### config.mk
export PLATFORM = sky130hd
export DESIGN_NAME = adder_operand_loader
export DESIGN_NICKNAME = d
export VERILOG_FILES = /design/src/rtl/adder_pkg.sv /design/src/rtl/operand_stager.sv /design/src/rtl/adder_operand_loader.sv
export SDC_FILE = /design/constraint.sdc
export NUM_CORES = 1
export LEC_CHECK = 0
export CAP_MARGIN = 20
export CORE_AREA = 2 2 228 230
export DETAILED_ROUTE_END_ITERATION = 12
export DIE_AREA = 0 0 230 232
export PLACE_DENSITY = 0.71
export SLEW_MARGIN = 20
export SYNTH_ARGS = -nofsm -noshare
export SYNTH_HDL_FRONTEND = slang
export SYNTH_SLANG_ARGS = --single-unit
### constraint.sdc
create_clock -name clk -period 2.5 [get_ports clk]
set_input_delay 0.75 -clock clk [delete_from_list [all_inputs] [get_ports clk]]
set_output_delay 0.75 -clock clk [all_outputs]
set_load 0.01 [all_outputs]
### src/rtl/adder_pkg.sv
// Shared types and sizing for the adder operand loader.
// Lane 0 of an operand vector is the least significant word.
package adder_pkg;

    localparam int LANES = 4;
    localparam int WIDTH = 32;
    localparam int IDX_W = $clog2(LANES);

    // Cycles after a launch during which adder ready is not trusted
    localparam logic [1:0] GUARD_CYCLES = 2'd2;

    typedef logic [LANES-1:0][WIDTH-1:0] operand_vec_t;

    typedef enum logic [1:0] {
        FILL_A,
        FILL_B,
        FULL
    } fill_state_t;

    typedef enum logic {
        IDLE,
        BUSY
    } launch_state_t;

endpackage

### src/rtl/operand_stager.sv
// Packs the serial word stream into staging A/B vectors.
// Holds a complete set until the launch logic consumes it.
module operand_stager
    import adder_pkg::*;
(
    input  logic               clk,
    input  logic               reset_n,
    input  logic               in_valid,
    output logic               in_ready,
    input  logic [WIDTH-1:0]   in_data,
    input  logic               in_ci,
    input  logic               consume,
    output logic               full,
    output operand_vec_t       stage_a,
    output operand_vec_t       stage_b,
    output logic               stage_ci
);

    fill_state_t        fill_q;
    logic [IDX_W-1:0]   idx_q;
    operand_vec_t       a_q;
    operand_vec_t       b_q;
    logic               ci_q;
    logic               take;
    logic               last;

    assign in_ready = reset_n && (fill_q != FULL);
    assign take     = in_valid && in_ready;
    assign last     = (idx_q == IDX_W'(LANES - 1));
    assign full     = (fill_q == FULL);
    assign stage_a  = a_q;
    assign stage_b  = b_q;
    assign stage_ci = ci_q;

    always_ff @(posedge clk or negedge reset_n) begin
        if (!reset_n) begin
            fill_q <= FILL_A;
            idx_q  <= '0;
            a_q    <= '0;
            b_q    <= '0;
            ci_q   <= 1'b0;
        end else begin
            unique case (fill_q)
                FILL_A: if (take) begin
                    a_q[idx_q] <= in_data;
                    if (idx_q == '0) ci_q <= in_ci;
                    if (last) begin
                        fill_q <= FILL_B;
                        idx_q  <= '0;
                    end else begin
                        idx_q <= idx_q + 1'b1;
                    end
                end
                FILL_B: if (take) begin
                    b_q[idx_q] <= in_data;
                    if (last) begin
                        fill_q <= FULL;
                        idx_q  <= '0;
                    end else begin
                        idx_q <= idx_q + 1'b1;
                    end
                end
                FULL: if (consume) begin
                    fill_q <= FILL_A;
                    idx_q  <= '0;
                end
                default: fill_q <= FILL_A;
            endcase
        end
    end

endmodule

### src/rtl/adder_operand_loader.sv
// Launches the 4-lane adder from double-buffered staged operands.
// Outputs stay frozen from start until the next launch.
module adder_operand_loader
    import adder_pkg::*;
(
    input  logic               clk,
    input  logic               reset_n,
    input  logic               in_valid,
    output logic               in_ready,
    input  logic [WIDTH-1:0]   in_data,
    input  logic               in_ci,
    output operand_vec_t       numberA,
    output operand_vec_t       numberB,
    output logic               ci,
    output logic               start,
    input  logic               adder_ready,
    output logic               busy,
    output logic [15:0]        launch_count
);

    launch_state_t  launch_q;
    logic [1:0]     guard_q;
    operand_vec_t   a_q;
    operand_vec_t   b_q;
    logic           ci_q;
    logic           start_q;
    logic [15:0]    launch_count_q;
    logic           full;
    logic           launch;
    operand_vec_t   stage_a;
    operand_vec_t   stage_b;
    logic           stage_ci;

    assign launch = full && (launch_q == IDLE);

    operand_stager u_stager (
        .clk      (clk),
        .reset_n  (reset_n),
        .in_valid (in_valid),
        .in_ready (in_ready),
        .in_data  (in_data),
        .in_ci    (in_ci),
        .consume  (launch),
        .full     (full),
        .stage_a  (stage_a),
        .stage_b  (stage_b),
        .stage_ci (stage_ci)
    );

    always_ff @(posedge clk or negedge reset_n) begin
        if (!reset_n) begin
            launch_q       <= IDLE;
            guard_q        <= '0;
            a_q            <= '0;
            b_q            <= '0;
            ci_q           <= 1'b0;
            start_q        <= 1'b0;
            launch_count_q <= '0;
        end else begin
            start_q <= launch;
            if (launch) begin
                a_q            <= stage_a;
                b_q            <= stage_b;
                ci_q           <= stage_ci;
                launch_q       <= BUSY;
                guard_q        <= GUARD_CYCLES;
                launch_count_q <= launch_count_q + 16'd1;
            end else if (launch_q == BUSY) begin
                // Ready may still reflect the previous result right after start
                if (guard_q != '0) begin
                    guard_q <= guard_q - 2'd1;
                end else if (adder_ready) begin
                    launch_q <= IDLE;
                end
            end
        end
    end

    assign numberA      = a_q;
    assign numberB      = b_q;
    assign ci           = ci_q;
    assign start        = start_q;
    assign busy         = (launch_q == BUSY);
    assign launch_count = launch_count_q;

endmodule

-- Word level (Yosys, flattened, before mapping)
Cells that the tools add are included.
- multiplexer cells: 20
- reduce and logical (&&, ||, !) cells: 17
- eq/ne operators: 10
- bitwise logic cells: 1
- $lt $le $gt $ge: 2
- $add $sub $neg: 3
- operators with widths (operator ; number):
    bitwise mux 128 bit ; 2
    demux 32 bit (select 2 bit) ; 1
    2-to-1 mux 32 bit ; 1
    2-to-1 mux 2 bit ; 10
    adder 16 x 1 -> 16 bit, second input constant ; 1
    != test 2 x 1 -> 1 bit, second input constant ; 6
    nonzero test 2 bit ; 4
    one-hot mux 2 bit (3 select lines) ; 1
    AND reduction 2 bit ; 3
    AND reduction 3 bit ; 2
    AND reduction 5 bit ; 1
    == test 2 bit, second input constant ; 2
    logical AND 1 bit ; 4
    zero test 2 bit ; 2
    2-to-1 mux 1 bit ; 4
    one-hot mux 2 bit (2 select lines) ; 1
    less-than comparator 2 x 3 -> 1 bit, second input constant ; 1
    adder 2 x 1 -> 2 bit, second input constant ; 1
    == test 2 x 1 -> 1 bit, second input constant ; 1
    greater-or-equal comparator 2 x 1 -> 1 bit, second input constant ; 1
    != test 2 bit, second input constant ; 1
    OR reduction 2 bit ; 1
    subtractor 2 x 1 -> 2 bit, second input constant ; 1
    inverter 1 bit ; 1
- flip-flop bits (word level): 538
- input bits: 37
- output and inout bits: 276

-- Logic depth before layout (Yosys ltp)
- depth in word-level cells: 5
- depth in mapped cells: 7
- depth with buffers taken out: 5

-- Modules after synthesis
A second synthesis with hierarchy kept.
- cells, all modules: 1734
- area total of the unflattened synthesis: 20442.1 µm²
- by module, submodules not included (module ; instances ; area an instance (µm²) ; cells an instance):
    adder_operand_loader ; 1 ; 10536.4 ; 1157
    operand_stager ; 1 ; 9905.8 ; 577

-- Least setup slack after synthesis
No wires, ideal clock.
- path type: input port to flip-flop
- start: in in_valid
- end: reg u_stager.a_q (netlist bit u_stager.stage_a[10])
- arrival time: 1.906 ns
- setup time: 0.125 ns
- stages on the path: 4
- path buffers: 1
- required time: 2.375 ns
- slack: 0.470 ns
- path through: nand2_1 > nor4b_2 > buf_2 > mux2_2
- longest elaborated chain between the ends: 2
- ends and longest elaborated chain (what ; line ; source):
    start: declaration ; adder_operand_loader.sv:8 ; input logic in_valid,
    logical AND 1 bit ; operand_stager.sv:28 ; assign take = in_valid && in_ready;
    AND reduction 2 bit (no source line) ; n/a ;
    end signal: indexed assignment ; operand_stager.sv:45 ; a_q[idx_q] <= in_data;
    end: declaration ; operand_stager.sv:21 ; operand_vec_t a_q;
Every way passes these cells.
A chain may end at the register's enable or synchronous reset.

-- Worst setup path in the final report
- start: reg launch_count_q[4] (netlist: launch_count[4])
- end: out launch_count[4]
- RTL lines (what ; line ; source):
    start: declaration ; adder_operand_loader.sv:27 ; logic [15:0] launch_count_q;
    start signal: assignment ; adder_operand_loader.sv:67 ; launch_count_q <= launch_count_q + 16'd1;
    end: declaration ; adder_operand_loader.sv:18 ; output logic [15:0] launch_count
No word-level cell between the ends.

==> impl_results.md <==
- #FFs+latches synth: 538
- Clock sinks: 538
- TritonCTS Buffers: 54
- Vias in the first global route: 14,200
- Kind of critical path: reg2out
- Cell chain of the critical path: clkdlybuf4s50_1
- Clock skew: 0.0116 ns
- Yosys warnings: 0
- Drt total wl: 50,600 µm
- Most frequent cells in the layout: nand2_1 (782), dfrtp_1 (537), clkdlybuf4s50_1 (310), mux2_2 (257), clkbuf_16 (54)
- Port Buf Inserts: 312
- Worst Path Arrival: 1.64 ns
- Crit path time final: 2.39 ns
- Cell family contributing the most delay on the critical path: buffers and inverters
- Core Util, Final: 51.8%
- Crit-path slowest cell: clkdlybuf4s50_1
- Largest net degree at the start of global routing: 190
- Levels on crit path: 1
- Root buffer cell: clkbuf_16
- Ys async rst share: 100%
- Clk buf depth: 3
- Post-synth top flop: dfrtp_1
- Clock-pin slew on the worst setup and hold paths: 0.06 ns
- NumNets Final: 2,106
- RSZ-0062 raised after global routing: false
- Setup repair bufs after CTS: 0
- Total GRT Usage: 19.1%
- CTS HTree Levels: 2
- Most common cell after layout, fill and taps aside: nand2_1
- Buf/Inv on CP: 1
- Final slew viol count: 0
- Hold Path Class: in2async
- Final setup viols: 0
- Max_cap viols: 0
- Post-synthesis sequential area ratio: 66.6%
- GRT overflow: 0
- I/O Pins: 313
- Power density cells: 1210 nW/µm²
- Max Fclk: 419 MHz
- Post-DP HPWL: 32,900 µm
- Via Count: 13,600
- Routed WL per cell: 18.2 µm
- Slew margin rel.: 46.0%
- Fin. Hold Viols: 0
- Outcome: finished clean
- Tightest Pin Transition: 0.811 ns
- Starting Density: 39.7%
- DRC viols: 0
- 1st-iter DRT viols: 844
- Vias per cell: 4.88
- Routability cong.: 0.803
- Net count of the mapped netlist: 1,782
- Syn Area/Cell: 11.6 µm²
- Die width: 230 µm
- R2R cell count: 5
- First-pass GRT wire length: 80,000 µm
- Detailed Routing Iterations Pass 1: 5
- Clock Latency Late Sink: 0.59 ns
- Worst vdd ir: 0.735 mV
- Synth Instances: 1,739
- Total Die Area: 53,400 µm²
- Critical Path Source Type: register
- Ratio of cells with drive above 1 in the final layout: 19.0%
- Crit share post-route: 95.5%
- Post-synth EDFFs: 0
- Final ANT Viol Nets: 0
- Initial antenna violation count: 0
- ANT cells: 0
- Die H: 232 µm
- Mapped cell area: 20,200 µm²
- CP max stage delay: 0.58 ns
- Total Power: 0.0319 W
- Synthesis-to-finish area growth: 30.4%
- Setup crit end kind: output pin
- Synth unique cells: 33
- Core Rows: 83
- Core ar.: 50,900 µm²
- CTS tree: done
- Leakage power total: 12.9 nW
- CP required: 1.75 ns
- Crit path max fanout: 6
-- cells in the mapped netlist, types with 2 or more instances --
library cell    n  area share, %
a21oi_1         2          0.050
ha_1            6           0.37
buf_2          46            1.1
inv_1           5          0.093
dfrtp_1       538             67
nand2_1       782             15
mux2_2        257             14
buf_6           2           0.11
xor2_1          7           0.30
nor3_1          2          0.050
o21ai_0         2          0.050
nor2b_1         2          0.062
nand4_1         5           0.15
xnor2_1         9           0.39
nor2_1          9           0.17
nand3_1        12           0.30
or2_2           2          0.062
clkbuf_1       36           0.67
-- sequential cells by signal, summed over array words and instances, names as in the netlist, 2 cells and up --
name	flops
u_stager.idx_q	2
u_stager.stage_b	128
numberB	128
launch_count	16
numberA	128
u_stager.stage_a	128
u_stager.fill_q	2
guard_q	2
-- final timing paths --
check,slack [ns],startpoint,to
setup reg to reg,0.51,u_stager.fill_q[0],launch_count[12]
max in group asynchronous,0.93,reset_n,numberA[49]
min in group clk,0.46,u_stager.stage_a[46],numberA[46]
hold / removal,0.21,reset_n,u_stager.stage_b[99]
setup / recovery,0.11,launch_count[4],launch_count[4]
hold reg to reg,0.46,u_stager.stage_a[46],numberA[46]
-- report_power, final --
group	switching, W	internal [W]
clock network	0.00338	0.00503
logic	0.00365	0.00517
registers	0.00227	0.0124
total	0.00931	0.0226
-- through the flow --
stage	TNS [ns]	cells	hold WS (ns)	setup slack, ns	area, µm²
5_1_grt	0	2787	0.224	0.0294	26400
2_1_floorplan	0	1739	0.433	0.470	20200
3_3_place_gp	-2.93	2685	0.441	-0.0572	24500
6_report	0	2787	0.212	0.112	26400
3_5_place_dp	-2.81	2685	0.447	-0.0539	24500
4_1_cts	0	2786	0.205	0.0567	26300
-- layer usage --
layer  up-vias  part of all wire, %  GRT usage [%]
met5         -                    0              0
met1      6939                   43           25.0
li1       6208                    -              -
met3       101                  5.4           4.08
met2       366                   48           31.6
met4         0                  3.4           6.85
-- final cells by class --
cell class / count / area (µm²)
clock buffer: 79 / 1590
clock inverter: 21 / 284
fill: 4403 / 24500
inverter: 6 / 30.0
multi-input combinational: 1111 / 6400
sequential: 538 / 13500
tap: 680 / 851
timing repair buffer: 352 / 3760
-- logic make-up (layout without fill, tap and decap cells) --
kind of cell    after synthesis  count (layout)  synth area share (%)
compound gates                8               8                 0.235
buf+inv                      90             458                  2.03
fa+ha+maj                     6               6                 0.371
mux                         258             258                  14.4
simple gates                823             823                  15.7
flops                       538             538                  66.6
xor+xnor                     16              16                 0.693
-- repair_timing --
action | 4_1_cts | 5_1_grt
endpoints found under the setup margin | 2 | 0
hold endpoints to repair | 3 | 0
resized for setup | 2 | 0
hold buffers | 1 | 0
Power figures use the tool's default switching activity.
==> RTL change (same settings) <==
Change the package constant `WIDTH` from 32 to 16.
--- a/src/rtl/adder_pkg.sv
+++ b/src/rtl/adder_pkg.sv
@@ -3,7 +3,7 @@
 package adder_pkg;
 
     localparam int LANES = 4;
-    localparam int WIDTH = 32;
+    localparam int WIDTH = 16;
     localparam int IDX_W = $clog2(LANES);
 
     // Cycles after a launch during which adder ready is not trusted
Ports: changed (resized in_data, numberA and numberB); port bits go from 313 to 169. No check against the original RTL was run, so the function may have changed too.
==> RTL change against the original RTL <==
Critical path type unchanged; routed wire length fell by 46%; critical path depth did not move; largest cell class unchanged; worst setup slack improved by 0.053 ns; largest power group unchanged; count of clock-buffer cells in the layout fell by 29; total power fell by 50%; sequential cell count fell by 256; area after synthesis fell by 47%; critical endpoint is now launch_count[6]; cell area fell by 45%; via count fell by 55%; worst hold slack improved by 0.089 ns.
==> RTL change: results (changes against the original RTL) <==
GRT
  • First-pass GRT wire length: 41900 µm (was 80000 µm)
  • GRT Overall Usage: 10.5% (was 19.1%)
  • Vias in the first global route: 6578 (was 14200)
  • Initial antenna violation count: 2 (was 0)
  • Largest net degree at the start of global routing: 169 (was 190)

Critical path
  • Slowest cell on crit path: clkdlybuf4s50_1 (unchanged)
  • Worst path max stage delay: 0.59 ns
  • Crit path DAT: 1.59 ns (was 1.64 ns)
  • Worst-path fanout max: 7 (was 6)

CTS
  • Total CTS buffers: 35 (was 54)
  • Clock latency on the worst-skew pair: 0.52 ns (was 0.59 ns)

Final layout
  • Final #Nets: 883 (was 2106)
  • Layout cell share with drive strength beyond 1: 40.2% (was 19.0%)
  • Filler cell count: 5201 (was 4403)

Logic synthesis
  • Ranking of synthesized cells by area: dfrtp_1 (65%), mux2_2 (27%), buf_6 (1.9%) (was dfrtp_1 (67%), nand2_1 (15%), mux2_2 (14%))
  • Syn_nets: 675 (was 1782)
  • Seq/Total Area, Yosys: 65.3% (was 66.6%)
  • Commonest cells post-synth: dfrtp_1 (282), mux2_2 (258), buf_6 (18) (was nand2_1 (782), dfrtp_1 (538), mux2_2 (257))
  • Count of different cell masters after synthesis: 31 (was 33)

Place
  • Placer Congestion: 0.747 (was 0.803)
  • Post-placement setup slack: -0.0603 ns (was -0.0539 ns)
  • DP HPWL: 17800 µm (was 32900 µm)

Pwr
  • VDD IR max: 625 µV (was 735 µV)

Detailed routing
  • Via-to-Cell Ratio: 3.91 (was 4.88)
  • Wirelength per Cell: 17.6 µm (was 18.2 µm)
  • First drt pass iteration count: 4 (was 5)
  • DRT iter0 DRCs: 248 (was 844)

STA
  • Clock Skew: 0.0111 ns (was 0.0116 ns)
  • Worst relative slew slack: 40.0% (was 46.0%)

Status
  • Status: finished, final reports clean (unchanged)
RTL change: layer usage:
layer  track usage (%)  vias up  part of all wire, %
li1                  -     2709                    -
met1              13.6     3192                   45
met3              3.83       45                  7.3
met5                 0        -                    0
met2              16.4      158                   46
met4              2.68        0                  1.9
RTL change: cells by family (layout without fill, tap and decap cells):
family / after synthesis / count (layout) / share of synthesized area, %
simple gates: 47 / 47 / 2.77
other cells: 0 / 1 / 0
mux: 260 / 260 / 27.1
buf+inv: 32 / 263 / 2.53
fa+ha+maj: 6 / 6 / 0.695
flops: 282 / 282 / 65.3
xor+xnor: 16 / 16 / 1.30
compound gates: 5 / 5 / 0.347
RTL change: power by group:
part / internal, mW / switching, mW / leakage, nW
clock: 3.02 / 1.94 / 0.566
combinational: 2.42 / 1.40 / 2.33
sequential: 6.15 / 0.872 / 3.72
total: 11.6 / 4.22 / 6.62
RTL change: layout make-up:
cell class | instances | share of cell area, %
Inverter | 5 | 0.129
Antenna cell | 1 | 0.0171
Sequential cell | 282 | 48.3
Clock inverter | 10 | 0.660
Timing Repair Buffer | 198 | 14.0
Clock buffer | 50 | 7.16
Tap cell | 680 | 5.83
Multi-Input combinational cell | 334 | 23.8
RTL change: path summary, 6_finish.rpt:
| kind | startpoint | end | slack, ns | cells past startpoint |
|---|---|---|---|---|
| setup / recovery | launch_count[6]$_DFFE_PN0P_ | launch_count[6] | 0.16 | 1 |
| max in group asynchronous | reset_n | u_stager.stage_a[55]$_DFFE_PN0P_ | 1.28 | 3 |
| hold reg to reg | launch_count[15]$_DFFE_PN0P_ | launch_count[15]$_DFFE_PN0P_ | 0.48 | 1 |
| setup reg to reg | u_stager.fill_q[0]$_DFFE_PN0P_ | numberA[53]$_DFFE_PN0P_ | 0.60 | 5 |
| hold / removal | reset_n | u_stager.stage_ci$_DFFE_PN0P_ | 0.30 | 2 |
| min in group clk | launch_count[15]$_DFFE_PN0P_ | launch_count[15]$_DFFE_PN0P_ | 0.48 | 1 |
RTL change: repair_timing:
action / 4_1_cts / 5_1_grt
endpoints found under the setup margin: 1 / 1
gates resized for setup: 1 / 1
hold buffers: 1 / 0
hold endpoints to repair: 2 / 0
RTL change: through the flow:
stage / instance area (µm²) / std cells / hold WS, ns / utilization (%)
final: 14600 / 1560 / 0.301 / 28.7
after global routing: 14600 / 1559 / 0.346 / 28.7
after CTS: 14600 / 1559 / 0.324 / 28.7
after detailed placement: 13400 / 1498 / 0.473 / 26.4
after global placement: 13400 / 1498 / 0.464 / 26.4
after floorplan: 10800 / 648 / 0.454 / -
